## src/rtl/bus_source_arbiter_if.sv

```systemverilog
// rtl/bus_source_arbiter_if.sv - request/grant bundle between bus sources and the arbiter
// Optional conflict_cnt signal is present only when BUS_CONFLICT_CNT_EN is defined.
interface bus_source_arbiter_if #(
    parameter int NUM_SRC = 32,
    parameter int SEL_W   = 5,
    parameter int CNT_W   = 8
);
    logic [NUM_SRC-1:0] req;
    logic               rr_mode;
    logic               lock;
    logic [SEL_W-1:0]   select;
    logic [NUM_SRC-1:0] grant;
    logic               bus_valid;
    logic               conflict;
`ifdef BUS_CONFLICT_CNT_EN
    logic [CNT_W-1:0]   conflict_cnt;
`else
    logic               unused_cnt_w;
    assign unused_cnt_w = ^CNT_W;
`endif

    // master: the arbiter itself; slave: the requesting sources
    modport master (
        input  req, rr_mode, lock,
        output select, grant, bus_valid, conflict
`ifdef BUS_CONFLICT_CNT_EN
        , output conflict_cnt
`endif
    );

    modport slave (
        output req, rr_mode, lock,
        input  select, grant, bus_valid, conflict
`ifdef BUS_CONFLICT_CNT_EN
        , input conflict_cnt
`endif
    );
endinterface

```

## src/rtl/bus_source_arbiter.sv

```systemverilog
// rtl/bus_source_arbiter.sv - fixed-priority / round-robin bus source arbiter with lock
// Define BUS_CONFLICT_CNT_EN to add the saturating conflict_cnt output.
module bus_source_arbiter #(
    parameter int NUM_SRC = 32,
    parameter int SEL_W   = 5,
    parameter int CNT_W   = 8
) (
    input  logic                  clock,
    input  logic                  clear,
    bus_source_arbiter_if.master  bus
);
    localparam logic [SEL_W-1:0] LAST_IDX = SEL_W'(NUM_SRC - 1);

    logic [SEL_W-1:0]   select_q, select_d;
    logic [NUM_SRC-1:0] grant_q, grant_d;
    logic               bus_valid_q, bus_valid_d;
    logic               conflict_q, conflict_d;
    logic [SEL_W-1:0]   ptr_q, ptr_d;
    logic               hold;
    logic               multi;
    logic [SEL_W-1:0]   win_idx;

    // First asserted bit strictly after p, wrapping; p = LAST_IDX gives plain lowest-index priority.
    function automatic logic [SEL_W-1:0] pick_after(input logic [NUM_SRC-1:0] r,
                                                    input logic [SEL_W-1:0]   p);
        logic [SEL_W-1:0] idx;
        logic [SEL_W-1:0] ci;
        logic             found;
        int               c;
        idx   = '0;
        found = 1'b0;
        for (int k = 1; k <= NUM_SRC; k++) begin
            c = int'(p) + k;
            if (c >= NUM_SRC) c = c - NUM_SRC;
            ci = SEL_W'(c);
            if (!found && r[ci]) begin
                idx   = ci;
                found = 1'b1;
            end
        end
        return idx;
    endfunction

    always_comb begin
        multi   = |(bus.req & (bus.req - 1'b1));
        hold    = bus.lock && bus_valid_q && bus.req[select_q];
        win_idx = pick_after(bus.req, bus.rr_mode ? ptr_q : LAST_IDX);

        select_d    = select_q;
        grant_d     = grant_q;
        bus_valid_d = bus_valid_q;
        ptr_d       = ptr_q;
        conflict_d  = multi;

        if (!hold) begin
            if (bus.req == '0) begin
                select_d    = '0;
                grant_d     = '0;
                bus_valid_d = 1'b0;
            end else begin
                select_d    = win_idx;
                grant_d     = NUM_SRC'(1) << win_idx;
                bus_valid_d = 1'b1;
                if (bus.rr_mode) ptr_d = win_idx;
            end
        end
    end

    always_ff @(posedge clock or negedge clear) begin
        if (!clear) begin
            select_q    <= '0;
            grant_q     <= '0;
            bus_valid_q <= 1'b0;
            conflict_q  <= 1'b0;
            ptr_q       <= LAST_IDX;
        end else begin
            select_q    <= select_d;
            grant_q     <= grant_d;
            bus_valid_q <= bus_valid_d;
            conflict_q  <= conflict_d;
            ptr_q       <= ptr_d;
        end
    end

    assign bus.select    = select_q;
    assign bus.grant     = grant_q;
    assign bus.bus_valid = bus_valid_q;
    assign bus.conflict  = conflict_q;

`ifdef BUS_CONFLICT_CNT_EN
    logic [CNT_W-1:0] cnt_q, cnt_d;

    always_comb begin
        cnt_d = cnt_q;
        if (multi && (cnt_q != {CNT_W{1'b1}})) cnt_d = cnt_q + 1'b1;
    end

    always_ff @(posedge clock or negedge clear) begin
        if (!clear) cnt_q <= '0;
        else        cnt_q <= cnt_d;
    end

    assign bus.conflict_cnt = cnt_q;
`else
    logic unused_cnt_w;
    assign unused_cnt_w = ^CNT_W;
`endif
endmodule

```

## src/flat_wrapper.sv

```systemverilog
// flat-port wrapper written by rule: the top's interface ports become plain ports
module bus_source_arbiter_flat 
#(
    parameter int NUM_SRC = 32,
    parameter int SEL_W   = 5,
    parameter int CNT_W   = 8
)
  (clock, clear, bus_req, bus_rr_mode, bus_lock, bus_select, bus_grant, bus_bus_valid, bus_conflict);
  bus_source_arbiter_if #(.NUM_SRC(NUM_SRC), .SEL_W(SEL_W), .CNT_W(CNT_W)) bus_i ();
  input  logic clock;
  input  logic clear;
  input wire logic [$bits(bus_i.req)-1:0] bus_req;
  input wire logic [$bits(bus_i.rr_mode)-1:0] bus_rr_mode;
  input wire logic [$bits(bus_i.lock)-1:0] bus_lock;
  output wire logic [$bits(bus_i.select)-1:0] bus_select;
  output wire logic [$bits(bus_i.grant)-1:0] bus_grant;
  output wire logic [$bits(bus_i.bus_valid)-1:0] bus_bus_valid;
  output wire logic [$bits(bus_i.conflict)-1:0] bus_conflict;
  assign bus_i.req = bus_req;
  assign bus_i.rr_mode = bus_rr_mode;
  assign bus_i.lock = bus_lock;
  assign bus_select = bus_i.select;
  assign bus_grant = bus_i.grant;
  assign bus_bus_valid = bus_i.bus_valid;
  assign bus_conflict = bus_i.conflict;
  bus_source_arbiter #(.NUM_SRC(NUM_SRC), .SEL_W(SEL_W), .CNT_W(CNT_W)) u_core (.clock(clock), .clear(clear), .bus(bus_i));
endmodule
```

## config.mk

```make
export PLATFORM = sky130hd
export DESIGN_NAME = bus_source_arbiter_flat
export DESIGN_NICKNAME = d
export VERILOG_FILES = /design/src/rtl/bus_source_arbiter_if.sv /design/src/rtl/bus_source_arbiter.sv /design/src/flat_wrapper.sv
export SDC_FILE = /design/constraint.sdc
export NUM_CORES = 1
export LEC_CHECK = 0
export ABC_AREA = 1
export CAP_MARGIN = 10
export CORE_UTILIZATION = 50
export DETAILED_ROUTE_END_ITERATION = 12
export PLACE_DENSITY_LB_ADDON = 0.08
export SETUP_SLACK_MARGIN = 0.2
export SYNTH_ARGS = -nofsm -noshare
export SYNTH_HDL_FRONTEND = slang
export SYNTH_SLANG_ARGS = --single-unit
export TNS_END_PERCENT = 1
```

## constraint.sdc

```tcl
create_clock -name clock -period 17.6 [get_ports clock]
set_input_delay 2.64 -clock clock [delete_from_list [all_inputs] [get_ports clock]]
set_output_delay 2.64 -clock clock [all_outputs]
set_load 0.02 [all_outputs]
```

======== Word level (Yosys, flattened, before mapping) ========
Cells that the tools add are included.
storage, ports and cells
  memory bits (read-only) ................. 0
  bits in registers ....................... 44
  output and inout bits ................... 39
  RAM bits ................................ 0
  latch bits .............................. 0
  memories ................................ 0
operators by class
  div/mod/pow operators ................... 0
  multiply operators ...................... 0
  shift-type cells ........................ 1
  $add $sub $neg .......................... 65
  equal/unequal tests ..................... 0
  muxes and demuxes ....................... 165
  order comparisons ....................... 65
  reductions and logical operators ........ 67
  bitwise operators ....................... 3
operators by type and width
  cell                                                 number
  2-to-1 mux 5 bit                                     66
  < comparator 5 x 6 -> 1 bit, second input constant   33
  >= comparator 6 bit, second input constant           31
  binary-select mux 1 bit (select 5 bit)               33
  subtractor 5 x 1 -> 5 bit, second input constant     32
  adder 5 x 5 -> 6 bit, second input constant          16
  2-to-1 mux 1 bit                                     65
  adder 5 x 4 -> 6 bit, second input constant          8
  logical AND 1 bit                                    33
  AND 32 bit                                           1
  zero test 32 bit                                     1
  2-to-1 mux 32 bit                                    1
  OR reduction 32 bit                                  1
  << shifter 1 x 5 -> 32 bit, first input constant     1
  subtractor 32 x 1 -> 32 bit, second input constant   1
  zero test 1 bit                                      31
  adder 5 x 3 -> 6 bit, second input constant          4
  adder 5 x 2 -> 6 bit, second input constant          2
  adder 5 x 6 -> 7 bit, second input constant          1
  >= comparator 7 x 6 -> 1 bit, second input constant  1
  adder 5 x 1 -> 6 bit, second input constant          1
  AND reduction 3 bit                                  1
  inverter 1 bit                                       2

======== Depth between registers and ports, before layout ========
Gate-level depths: netlist of run 1.
  depth after elaboration ................. 102
  mapped depth ............................ 56

======== Worst setup path before layout of run 1 ========
OpenSTA, ideal clock, no wires.
  kind .................................... input -> register
  from .................................... input bus_rr_mode
  to ...................................... register u_core.grant_q[8] (netlist: u_core.bus.grant[8])
  library setup time ...................... 0.119 ns
  required time ........................... 17.481 ns
  cell stages on the path ................. 41
  arrival time ............................ 7.413 ns
  buffers on the path ..................... 5
  path slack .............................. 10.068 ns
  cells stage by stage .................... nand2_1 > buf_4 > buf_2 > clkbuf_1 > ha_1 > inv_1 > clkbuf_1 > nand3_1 > nand3_1 > nand3_1 > nand3_1 > nand2_1 > nor2_1 > nand4_2 > nor2_4 > nand4_2 > nor2_2 > nand2_2 > (+5 left out) > nand2_2 > nor2_4 > nand4_2 > nor2_2 > nand4_1 > nor2_2 > nand2_1 > nor2_4 > nand2_2 > nor2_4 > nand2_2 > inv_1 > nand2_1 > o21ai_1 > buf_2 > nor2_1 > nand4_1 > nand2_1
on the way
  cells in the longest elaborated chain, start to end .. 102
  elaborated cells between the ends (all ways) .. 320
RTL lines
  what                                                              line                      RTL
  start: declaration                                                flat_wrapper.sv:13        input wire logic [$bits(bus_i.rr_mode)-1:0] bus_rr_mode;
  2-to-1 mux 5 bit (*)                                              bus_source_arbiter.sv:47  win_idx = pick_after(bus.req, bus.rr_mode ? ptr_q : LAST_IDX);
  adder 5 x 1 -> 6 bit                                              bus_source_arbiter.sv:33  c = int'(p) + k;
  subtractor 5 x 1 -> 5 bit or >= comparator 6 bit (tied branches)  bus_source_arbiter.sv:34  if (c >= NUM_SRC) c = c - NUM_SRC;
  2-to-1 mux 5 bit                                                  bus_source_arbiter.sv:34
  binary-select mux 1 bit (select 5 bit)                            bus_source_arbiter.sv:36  if (!found && r[ci]) begin
  2-to-1 mux 1 bit (implied by the code)                            bus_source_arbiter.sv:36
  2-to-1 mux 1 bit                                                  bus_source_arbiter.sv:36
  zero test 1 bit                                                   bus_source_arbiter.sv:36
  (+86 left out)                                                    --
  zero test 1 bit                                                   bus_source_arbiter.sv:36
  logical AND 1 bit                                                 bus_source_arbiter.sv:36
  2-to-1 mux 1 bit                                                  bus_source_arbiter.sv:36
  zero test 1 bit                                                   bus_source_arbiter.sv:36
  logical AND 1 bit                                                 bus_source_arbiter.sv:36
  2-to-1 mux 5 bit (*)                                              bus_source_arbiter.sv:36
  << shifter 1 x 5 -> 32 bit (*)                                    bus_source_arbiter.sv:62  grant_d = NUM_SRC'(1) << win_idx;
  2-to-1 mux 32 bit (*)                                             bus_source_arbiter.sv:56  if (bus.req == '0) begin
  end signal: assignment                                            bus_source_arbiter.sv:78  grant_q <= grant_d;
  end: declaration                                                  bus_source_arbiter.sv:15  logic [NUM_SRC-1:0] grant_q, grant_d;
Every way passes the cells marked *; elsewhere a longest branch is shown, timed or not. The select of a mux whose other input is x is not followed.
A chain may end at the register's enable or synchronous reset.

======== Final worst setup path of run 1 ========
  from .................................... input bus_rr_mode
  to ...................................... register u_core.grant_q[3] (netlist: u_core.bus.grant[3])
Same word-level chain as after synthesis.

==> results of run 1 <==
path summary, 6_finish.rpt:
kind	cells after the start	start	slack [ns]	end
worst max-delay path	38	bus_rr_mode	7.50	u_core.bus.grant[3]
worst min-delay path	2	u_core.bus.grant[14]	0.48	u_core.bus.grant[14]
worst max register to register	38	u_core.ptr_q[0]	10.51	u_core.bus.grant[3]
worst min register to register	2	u_core.bus.grant[14]	0.48	u_core.bus.grant[14]
max in group asynchronous	1	clear	14.46	u_core.bus.select[3]
min in group asynchronous	1	clear	2.52	u_core.bus.grant[15]
registers in the layout (all words and copies together), names as in the netlist:
signal	count
u_core.bus.grant	32
u_core.bus.select	5
u_core.ptr_q	5
u_core.bus.bus_valid	1
u_core.bus.conflict	1
cells in the mapped netlist (all sizes together) (2+ instances only):
| master | n | area (sq um) |
|---|---|---|
| nor4 | 5 | 31.3 |
| inv | 150 | 566 |
| a31oi | 12 | 75.1 |
| clkbuf | 17 | 63.8 |
| a21oi | 23 | 115 |
| nor3 | 9 | 45.0 |
| buf | 24 | 168 |
| a2111oi | 4 | 35.0 |
| dfrtp | 39 | 976 |
| o21bai | 2 | 18.8 |
| nand2 | 527 | 2060 |
| o22ai | 5 | 31.3 |
| xor2 | 8 | 77.6 |
| o21ai | 85 | 452 |
| nand3b | 5 | 37.5 |
| nor2 | 106 | 515 |
| o211ai | 6 | 45.0 |
| nand3 | 190 | 956 |
| dfstp | 5 | 131 |
| o2111ai | 2 | 17.5 |
| o21a | 9 | 67.6 |
| nand4 | 34 | 231 |
power breakdown:
| part | internal (mW) | switching [mW] | total, mW |
|---|---|---|---|
| registers | 0.142 | 0.0371 | 0.179 |
| logic | 0.386 | 0.977 | 1.36 |
| clock network | 0.0567 | 0.0389 | 0.0956 |
per-stage QoR:
stage / setup WS (ns) / power [mW]
floorplan: 10.07 / 1.13
global placement: 7.60 / 1.50
detailed placement: 7.41 / 1.50
CTS: 7.70 / 1.60
global route: 6.81 / 1.77
finish: 7.50 / 1.64
layout by cell type, fill, tap and decap left out, types with 2 or more instances in the layout:
cell	Yosys	layout
nand2_1	505	505
nand3_1	189	189
inv_1	139	139
nor2_1	90	90
o21ai_0	74	74
clkdlybuf4s50_1	0	73
dfrtp_1	39	39
nand4_1	31	31
a21oi_1	23	23
nand2_2	17	17
a31oi_1	12	12
inv_2	10	10
nor2_4	10	10
nor3_1	9	9
o21a_1	9	9
o21ai_2	7	7
xor2_1	7	7
o211ai_1	6	6
nor4_1	5	5
o22ai_1	5	5
nand2_4	5	5
nand3b_1	5	5
clkbuf_16	0	5
dfstp_2	5	5
a2111oi_0	4	4
o21ai_1	4	4
nor2_2	4	4
nand4_2	3	3
o2111ai_1	2	2
nor2_8	2	2
buf_4	7	2
kinds of logic (layout without fill, tap and decap cells):
family | count (synthesis) | in the layout
AND/OR/NAND/NOR | 879 | 879
XOR/XNOR | 8 | 8
buffers and inverters | 192 | 235
flip-flops | 44 | 44
AO/OA/AOI/OAI | 152 | 152
adder cells (fa/ha/maj) | 1 | 1
cell type report:
| class | count | area, sq um | share of cell area, % |
|---|---|---|---|
| clock buffers | 6 | 139 | 1.81 |
| clock inverters | 2 | 13.8 | 0.179 |
| inverters | 151 | 569 | 7.42 |
| multi-input cells | 1040 | 4870 | 63.5 |
| flip-flops and latches | 44 | 1110 | 14.4 |
| well taps | 176 | 220 | 2.87 |
| repair buffers | 76 | 751 | 9.78 |
critical path: cells and delay by family:
family | cells | cell delay (ns)
fa+ha+maj | 1 | 0.76
simple gates | 32 | 4.34
compound gates | 1 | 0.63
buf+inv | 4 | 1.96
layer usage:
metal,vias to the layer above,wire length (um),share of wire (%)
met5,-,0,0
met4,0,1070,4.1
met3,59,2210,8.5
met2,453,11600,45
met1,3840,11100,43
li1,4230,-,-
==> flow_summary.toml, run 1 <==
[global_route]
grt_pass1_vias = 7657
gr-total-overflow = 0
met3_usage_pct = 3.67
met1_usage_pct = 50.5
grt_pass1_wl_um = 40600
grt_util_met2_pct = 58.7
grt_busiest_layer = "met2"
grt_antenna_before_repair = 0
grt_max_degree = 45
grt_usage_pct = 36.7

[sta]
drv_slew = 0
hold_viol = 0
finalSetupViolCount = 0
fin_setup_tns_ns = 0
finalCritPeriodShare_pct = 57.4
rsz0062_at_grt = "no"
min_period_ns = 10.10
max_freq_mhz = 99.0
whs_ns = 0.483
fin_worst_skew_ns = 0.00669
worst_pin_slew_ns = 1.11
maxSlewHeadroom_pct = 25.7

[final_layout]
final_area_sq_um = 7670
drive_gt1_share_pct = 5.99
antenna_cells = 0
area_growth_pct = 13.2
final_util_pct = 58.0
fill_cells = 1444
layout.cells.non_filler = 1495
nets = 1355

[floorplanning]
ioPinCount = 75
dieArea_sq_um = 14000
die_width_um = 118
core-area_sq_um = 13200
die-height_um = 118
start_util_pct = 51.2
row_count = 42

[logic_synthesis]
ys_seq_area_share_pct = 16.3
synthMuxAreaShare_pct = 0
synth_fp_nets = 1313
synth_compound_area_share_pct = 13.1
yosys.area_share.simple_pct = 57.4
synth_edf_count = 0
synthFlopType = "dfrtp_1"
synth_seq_cells = 44
yosys.area_share.adder_pct = 0.184
synth_top_family_by_area = "simple AND/OR/NAND/NOR gates"
synth.avg_cell_area_sq_um = 5.32
synth.distinct_cells = 47
synthArstFlopShare_pct = 100
synthXorXnorAreaFrac_pct = 1.14
syn_area_sq_um = 6780
synthCells = 1276
ys.warnings.count = 0

[placement]
place_area_sq_um = 7520
routabilityCongestion = 1.01
portBuffers = 74
post-place-cells = 1487
hpwl_um = 20000

[pwr]
peakVddDrop_v = 0.000113
power_density_nw_per_um2 = 213
p_leak_nw = 4.02

[flow_run]
maxCapViolations = 0

[route]
drtIter0Drc = 971
viasPerCell = 5.74
vias = 8582
routedWlPerCell_um = 17.4
drc_errors = 0
dr.pass1.iters = 6
final_antenna_net_count = 0
routed_wl_um = 25900

[clock_network]
hold_buffers = 0
cts-root-buf = "clkbuf_16"
post_cts_buffers = 0
max-clock-path-buffers = 2
clk-insertion-delay-late_ns = 0.29
htreeDepth = 2
cts-buffers-inserted = 5
cts_resized = 0
clock_sinks = 44
cts_tree = "yes"
clk_pin_slew_ns = 0.06

[setup_path]
max_stage_delay_ns = 1.14
startpoint_type = "input pin"
worstPathArrival_ns = 10.33
crit_fanout = 41
required_ns = 17.82
cp_common_cell = "nand2_1"
slowest_stage = "clkdlybuf4s50_1"
crit_path_end_kind = "flop"
critPathKind = "in -> reg"

[outcome]
status = "complete, no violations"

[worst_hold_path]
hold_path_class = "reg -> reg"
(Power assumes the default switching activity.)
==> run 2: changes to the inputs <==
- clock period: 17.6 -> 10.6 ns (I/O delays scaled with it)
==> run 2 against run 1 <==
Hold slack gained 0.0026 ns. Sequential cell count is the same. Global-route usage shrank 0.73 points. Total power grew 65%. Combinational power grew 64%. Critical path depth grew 2. Core utilization grew 0.14 points. Wire length shrank 2.4%. Register-to-register slack lost 6.7 ns. Critical path type unchanged. Highest routed layer unchanged.
==> flow_summary.toml, run 2 (synthesis gave the netlist of run 1 again) <==
[setup_path]
cp_common_cell = "nand2_1"
worstPathArrival_ns = 8.62
required_ns = 10.82
crit_path_end_kind = "flop"
crit_fanout = 41
critPathKind = "in -> reg"
slowest_stage = "clkdlybuf4s50_1"
max_stage_delay_ns = 1.12
startpoint_type = "input pin"

[final_layout]
layout_common_cells = "nand2_1, nand3_1, inv_1"
final_area_sq_um = 7690
largest_reg_flops = 32
layout_commonest_cell = "nand2_1"
drive_gt1_share_pct = 5.98
antenna_cells = 0
nets = 1356
fill_cells = 1384
area_growth_pct = 13.4

[pwr]
p_leak_nw = 4.03
peakVddDrop_v = 0.000191
power_density_nw_per_um2 = 351

[clock_network]
cts_tree = "yes"
cts-root-buf = "clkbuf_16"
cts_resized = 0
htreeDepth = 2
clk_pin_slew_ns = 0.06
clk-insertion-delay-late_ns = 0.28
hold_buffers = 0
clock_sinks = 44
cts-buffers-inserted = 5
post_cts_buffers = 0
max-clock-path-buffers = 2

[outcome]
status = "complete, no violations"

[floorplanning]
die_width_um = 118
start_util_pct = 51.2
ioPinCount = 75
row_count = 42
core-area_sq_um = 13200
dieArea_sq_um = 14000
die-height_um = 118

[sta]
rsz0062_at_grt = "no"
fin_setup_tns_ns = 0
drv_slew = 0
layout_setup_ws_ns = 2.19
fin_worst_skew_ns = 0.00335
maxSlewHeadroom_pct = 26.0
finalCritPeriodShare_pct = 79.3
whs_ns = 0.485
min_period_ns = 8.41
worst_pin_slew_ns = 1.11
finalSetupViolCount = 0
max_freq_mhz = 119
hold_viol = 0

[global_route]
gr-total-overflow = 0
grt_pass1_vias = 7496
grt_max_degree = 45
grt_pass1_wl_um = 39600
grt_usage_pct = 35.9
grt_antenna_before_repair = 0

[placement]
hpwl_um = 19600
place_ws_ns = 2.04
routabilityCongestion = 1.06
place_area_sq_um = 7530
portBuffers = 74

[route]
final_antenna_net_count = 0
viasPerCell = 5.66
routed_wl_um = 25300
routedWlPerCell_um = 16.9
vias = 8469
dr.pass1.iters = 6
drc_errors = 0
drtIter0Drc = 1053

[worst_hold_path]
hold_path_class = "reg -> reg"

[flow_run]
maxCapViolations = 0
[run 2: power breakdown]
part           switching [mW]  internal [mW]  total, mW  leakage [nW]
combinational            1.59          0.642       2.23          3.38
clock                  0.0621          0.111      0.173        0.0808
sequential             0.0606          0.235      0.296         0.574
total                    1.71          0.988       2.70          4.03
[run 2: cell type report]
class	count	area [sq um]	share of cell area [%]
Timing Repair Buffer	77	758	9.86
Clock buffer	6	129	1.68
Clock inverter	2	35.0	0.455
Multi-Input combinational cell	1040	4870	63.4
Inverter	151	569	7.40
Sequential cell	44	1110	14.4
Tap cell	176	220	2.86
[run 2: path summary, 6_finish.rpt]
check,start,endpoint,slack (ns),cells past startpoint
worst min register to register,u_core.bus.grant[26],u_core.bus.grant[26],0.49,2
max in group asynchronous,clear,u_core.bus.bus_valid,8.53,1
min in group asynchronous,clear,u_core.bus.grant[15],1.46,1
worst max-delay path,bus_rr_mode,u_core.bus.grant[7],2.19,40
worst max register to register,u_core.ptr_q[0],u_core.bus.grant[7],3.86,39
worst min-delay path,u_core.bus.grant[26],u_core.bus.grant[26],0.49,2
[run 2: critical path: cells and delay by family]
kind | cells | cell delay (ns)
and+or+nand+nor | 33 | 3.77
buffers and inverters | 5 | 2.12
adders and majority gates | 1 | 0.74
AOI/OAI and AO/OA | 1 | 0.38
[run 2: routing by layer]
layer,track usage [%],vias to the layer above,routed length [um]
met5,0,-,0
li1,-,4225,-
met1,49.4,3787,11100
met2,55.0,391,10900
met4,15.6,0,1060
met3,6.37,66,2280
[run 2: through the flow]
| stage | cells | util [%] | power, mW |
|---|---|---|---|
| 3_5_place_dp | 1488 | 56.9 | 2.47 |
| 2_1_floorplan | 1276 | - | 1.87 |
| 3_3_place_gp | 1488 | 56.9 | 2.47 |
| 4_1_cts | 1496 | 58.1 | 2.65 |
| 5_1_grt | 1496 | 58.1 | 2.95 |
| 6_report | 1496 | 58.1 | 2.70 |
==> run 3: changes to the inputs <==
- clock period: 10.6 -> 7.62 ns (I/O delays scaled with it)
==> run 3 against run 2 <==
Cell count is 0.94% higher. Die area is the same. Final area grew 1.5%. Total power grew 43%. Via count increased by 3.8%. Global-route usage up 1.7 points. Wire length rose by 4.5%. Combinational power rose by 43%. Clock power grew 40%. Largest power group unchanged.
==> flow_summary.toml, run 3 (synthesis gave the netlist of run 1 again) <==
[flow_run]
maxCapViolations = 0

[placement]
post-place-cells = 1501
hpwl_um = 20600
routabilityCongestion = 1.09
place_area_sq_um = 7630
portBuffers = 74

[pwr]
total_power_mw = 3.86
peakVddDrop_v = 0.000330
p_leak_nw = 4.09
power_density_nw_per_um2 = 495

[route]
viasPerCell = 5.82
drtIter0Drc = 889
routed_wl_um = 26500
vias = 8791
dr.pass1.iters = 6
final_antenna_net_count = 0
drc_errors = 0
routedWlPerCell_um = 17.5

[setup_path]
cp_common_cell = "nor2_4"
max_stage_delay_ns = 0.60
startpoint_type = "input pin"
required_ns = 7.84
regToRegEndpoint = "u_core.bus.grant[5]"
critPathBufInv = 4
crit_path_end_kind = "flop"
slowest_stage = "clkdlybuf4s50_1"
reg2reg_depth = 39
critPathKind = "in -> reg"
crit_end = "u_core.bus.grant[5]"
crit_fanout = 13
crit_start = "bus_rr_mode"
path_depth = 38
worstPathArrival_ns = 7.03
r2r-start = "u_core.ptr_q[0]"
reg2reg_slack_ns = 1.65
critical-path-top-delay-family = "simple AND/OR/NAND/NOR gates"

[sta]
min_period_ns = 6.81
finalSetupViolCount = 0
maxSlewHeadroom_pct = 26.6
finalCritPeriodShare_pct = 89.3
worst_pin_slew_ns = 1.10
rsz0062_at_grt = "no"
fin_setup_tns_ns = 0
max_freq_mhz = 147
fin_worst_skew_ns = 0.00394
drv_slew = 0
hold_viol = 0

[floorplanning]
dieArea_sq_um = 14000
die_width_um = 118
start_util_pct = 51.2
row_count = 42
die-height_um = 118
ioPinCount = 75
core-area_sq_um = 13200

[global_route]
grt_pass1_wl_um = 41400
met3_usage_pct = 3.52
grt_util_met2_pct = 59.6
grt_antenna_before_repair = 0
met1_usage_pct = 51.7
grt_pass1_vias = 7841
grt_busiest_layer = "met2"
grt_max_degree = 45
grt_usage_pct = 37.6
gr-total-overflow = 0

[final_layout]
layout_commonest_cell = "nand2_1"
layout.cells.non_filler = 1510
antenna_cells = 0
nets = 1370
largest_reg_flops = 32
drive_gt1_share_pct = 7.27
layout_common_cells = "nand2_1, nand3_1, inv_1"
area_growth_pct = 15.1
final_area_sq_um = 7810
final_util_pct = 59.0

[outcome]
status = "complete, no violations"

[worst_hold_path]
hold_path_class = "reg -> reg"

[clock_network]
clock_sinks = 44
clk-insertion-delay-late_ns = 0.28
cts-buffers-inserted = 5
clk_pin_slew_ns = 0.06
hold_buffers = 0
max-clock-path-buffers = 2
htreeDepth = 2
cts_tree = "yes"
cts-root-buf = "clkbuf_16"
## run 3: cell types whose count changed in the layout (fill, tap and decap cells not counted)
| cell | delta |
|---|---|
| buf_4 | +13 |
| nand2_1 | -3 |
| nand2_2 | +3 |
| clkinvlp_4 | +1 |
| inv_1 | -1 |
| nor2_2 | +1 |
## run 3: through the flow
stage | worst slack, ns | hold WS [ns]
floorplan | 1.59 | 0.497
global placement | 0.567 | 0.465
detailed placement | 0.507 | 0.466
CTS | 0.763 | 0.482
global route | 0.215 | 0.503
finish | 0.813 | 0.480
## run 3: worst min-delay path by stage
stage	start	slack, ns	to	depth (start not counted)
6_report	u_core.bus.grant[28]	0.48	u_core.bus.grant[28]	2
5_1_grt	u_core.bus.grant[25]	0.50	u_core.bus.grant[25]	2
4_1_cts	u_core.bus.grant[28]	0.48	u_core.bus.grant[28]	2
3_5_place_dp	u_core.bus.grant[28]	0.47	u_core.bus.grant[28]	2
3_3_place_gp	u_core.bus.grant[27]	0.46	u_core.bus.grant[27]	2
2_1_floorplan	u_core.ptr_q[3]	0.50	u_core.ptr_q[3]	2
## run 3: power by group
group / switching [mW] / total [mW] / leakage (nW) / internal [mW]
logic: 2.27 / 3.20 / 3.44 / 0.937
clock network: 0.0886 / 0.243 / 0.0808 / 0.154
registers: 0.0895 / 0.417 / 0.574 / 0.327
total: 2.44 / 3.86 / 4.09 / 1.42
## run 3: area by class of cell
type / count / area (sq um)
tap: 176 / 220
timing repair buffer: 90 / 856
inverter: 151 / 573
sequential: 44 / 1110
clock inverter: 2 / 35.0
clock buffer: 6 / 129
fill: 1422 / 5430
multi-input combinational: 1041 / 4890
## run 3: metal layers
layer | wire length, um | up-vias
met2 | 11600 | 513
met3 | 2320 | 91
met5 | 0 | -
met4 | 1290 | 0
met1 | 11200 | 3917
li1 | - | 4270
## run 3: timing repair
action | in CTS | in global routing
endpoints found under the setup margin | 0 | 28
resized for setup | 0 | 4
buffers inserted | 0 | 0
## run 3: worst register-to-register path, delay by kind of cell (launching register included)
kind	cells	cell delay, ns
AOI/OAI and AO/OA	1	0.30
buffers and inverters	4	0.83
and+or+nand+nor	34	4.15
DFF	1	0.60
==> edit: new RTL, settings of run 3 <==
`SEL_W` is set to 5 in 3 places; all go to 4.
--- a/src/rtl/bus_source_arbiter_if.sv
+++ b/src/rtl/bus_source_arbiter_if.sv
@@ -3,5 +3,5 @@
 interface bus_source_arbiter_if #(
     parameter int NUM_SRC = 32,
-    parameter int SEL_W   = 5,
+    parameter int SEL_W   = 4,
     parameter int CNT_W   = 8
 );
--- a/src/rtl/bus_source_arbiter.sv
+++ b/src/rtl/bus_source_arbiter.sv
@@ -3,5 +3,5 @@
 module bus_source_arbiter #(
     parameter int NUM_SRC = 32,
-    parameter int SEL_W   = 5,
+    parameter int SEL_W   = 4,
     parameter int CNT_W   = 8
 ) (
--- a/src/flat_wrapper.sv
+++ b/src/flat_wrapper.sv
@@ -3,5 +3,5 @@
 #(
     parameter int NUM_SRC = 32,
-    parameter int SEL_W   = 5,
+    parameter int SEL_W   = 4,
     parameter int CNT_W   = 8
 )
Ports: changed (resized bus_select); port bits go from 75 to 74. The function was not compared with the original's and may differ.
==> edit against run 3 <==
- maximum frequency grew 31%
- area after synthesis fell by 42%
- clock power fell by 53%
- combinational power down 51%
- first-iteration DRC count shrank 48%
- final area fell by 42%
- power decreased by 50%
- routed wire length decreased by 52%
- register-to-register slack better by 1.6 ns
- sequential cell count decreased by 18
- setup slack improved by 1.6 ns
- clock skew about the same
- final cell count down 43%
- critical path type unchanged
- critical endpoint unchanged
- largest cell class unchanged
- largest power group unchanged
- highest routed layer unchanged
==> edit: results (changes against run 3) <==
The number of fill cells is 771 (was 1422). The fraction of final layout cells sized beyond drive strength 1 is 0.0729 (was 0.0727). The worst reg2reg path startpoint is u_core.ptr_q[1]$_DFFE_PN1P_ (was u_core.ptr_q[0]$_DFFE_PN1P_).

The global-route wire length before repair is 21.1 mm (was 41.4 mm). The register-to-register path setup slack is 3.28 ns (was 1.65 ns). Most area-consuming cells after synthesis: sky130_fd_sc_hd__nand2_1 (22%), sky130_fd_sc_hd__nand3_1 (15%), sky130_fd_sc_hd__dfrtp_1 (14%) (was sky130_fd_sc_hd__nand2_1 (28%), sky130_fd_sc_hd__dfrtp_1 (14%), sky130_fd_sc_hd__nand3_1 (14%)). The xor and xnor fraction of the mapped netlist area came out at 0.00885 (was 0.0114). The combined global-route utilization of all metal layers is 0.312 (was 0.376).

The library cell used as clock root buffer is sky130_fd_sc_hd__clkbuf_8 (was sky130_fd_sc_hd__clkbuf_16). The post-synthesis compound-gate area fraction is 0.110 (was 0.131). The worst stage delay on the critical path came to 0.52 ns (was 0.60 ns). The worst hold slack came out at 0.491 ns (was 0.480 ns). The cell with the biggest individual delay on the critical path is sky130_fd_sc_hd__ha_1 (was sky130_fd_sc_hd__clkdlybuf4s50_1).

Commonest cells in the synthesized netlist: sky130_fd_sc_hd__nand2_1 (228), sky130_fd_sc_hd__nand3_1 (119), sky130_fd_sc_hd__inv_1 (68) (was sky130_fd_sc_hd__nand2_1 (505), sky130_fd_sc_hd__nand3_1 (189), sky130_fd_sc_hd__inv_1 (139)). The pre-CTS worst setup slack is 2.21 ns (was 0.507 ns). The maximum net fanout on the critical path came out at 25 (was 13). The number of buffers added by the clock tree synthesis step is 3 (was 5). The post-detailed-route via-to-cell ratio is 5.70 (was 5.82).

The global routing usage on met1 was 0.407 (was 0.517). The post-route clock skew came out at 0.00421 ns (was 0.00394 ns). The maximum number of pins on one net before global-route repair came out at 27 (was 45). The clock slew seen by the registers of the worst setup and hold paths was 0.09 ns (was 0.06 ns).

The adder-cell share of the synthesized area came out at 0.00569 (was 0.00184). The count of input and output buffers is 57 (was 74). The total number of nets in the final design is 792 (was 1370).

The final weighted congestion in routability-driven placement is 0.973 (was 1.09). The routed length per instance came out at 15.0 um (was 17.5 um). The wire length the detailed router placed on met1 is 5.57 mm (was 11.2 mm).

Status: finished clean (unchanged). The met3 layer wire length in the routed design is 795 um (was 2.32 mm). The headroom to the max-slew limit came out at 0.455 (was 0.266). The met3 layer usage reported by global route is 0.0268 (was 0.0352). The portion of the post-synthesis area used by sequential elements is 0.166 (was 0.163).

The worst IR drop on VDD came out at 0.250 mV (was 0.330 mV). The met2 routing resource usage after global routing came to 0.512 (was 0.596). The number of levels the H-tree was split into was 1 (was 2). The final HPWL from detailed placement is 10.1 mm (was 20.6 mm).

The count of distinct cell types in the synthesized netlist came out at 44 (was 47).
edit: through the flow:
stage               instance area, um^2  instances  utilization
global placement                   4480        852        0.583
global route                       4550        856        0.592
floorplan                          4020        725            -
finish                             4550        856        0.592
detailed placement                 4480        852        0.583
CTS                                4550        856        0.592
edit: area by class of cell:
cell class              count  area, um^2  area share
clock buffers               3        41.3     0.00907
clock inverters             1        30.0     0.00660
inverters                  77         292      0.0640
multi-input cells         588        2820       0.620
flip-flops and latches     26         656       0.144
well taps                 102         128      0.0280
repair buffers             59         586       0.129
edit: power by group through the flow:
stage                     sequential, W  clock, W  combinational (W)
after detailed placement       0.000232         0            0.00153
after global placement         0.000232         0            0.00152
after global routing           0.000236  0.000119            0.00176
after floorplan                0.000243         0            0.00115
after CTS                      0.000230  0.000114            0.00155
final                          0.000230  0.000114            0.00158
edit: tightest hold or removal path: cells and delay by family, from the launching register on:
kind | cells | cell delay (ns)
flops | 1 | 0.35
simple gates | 2 | 0.11
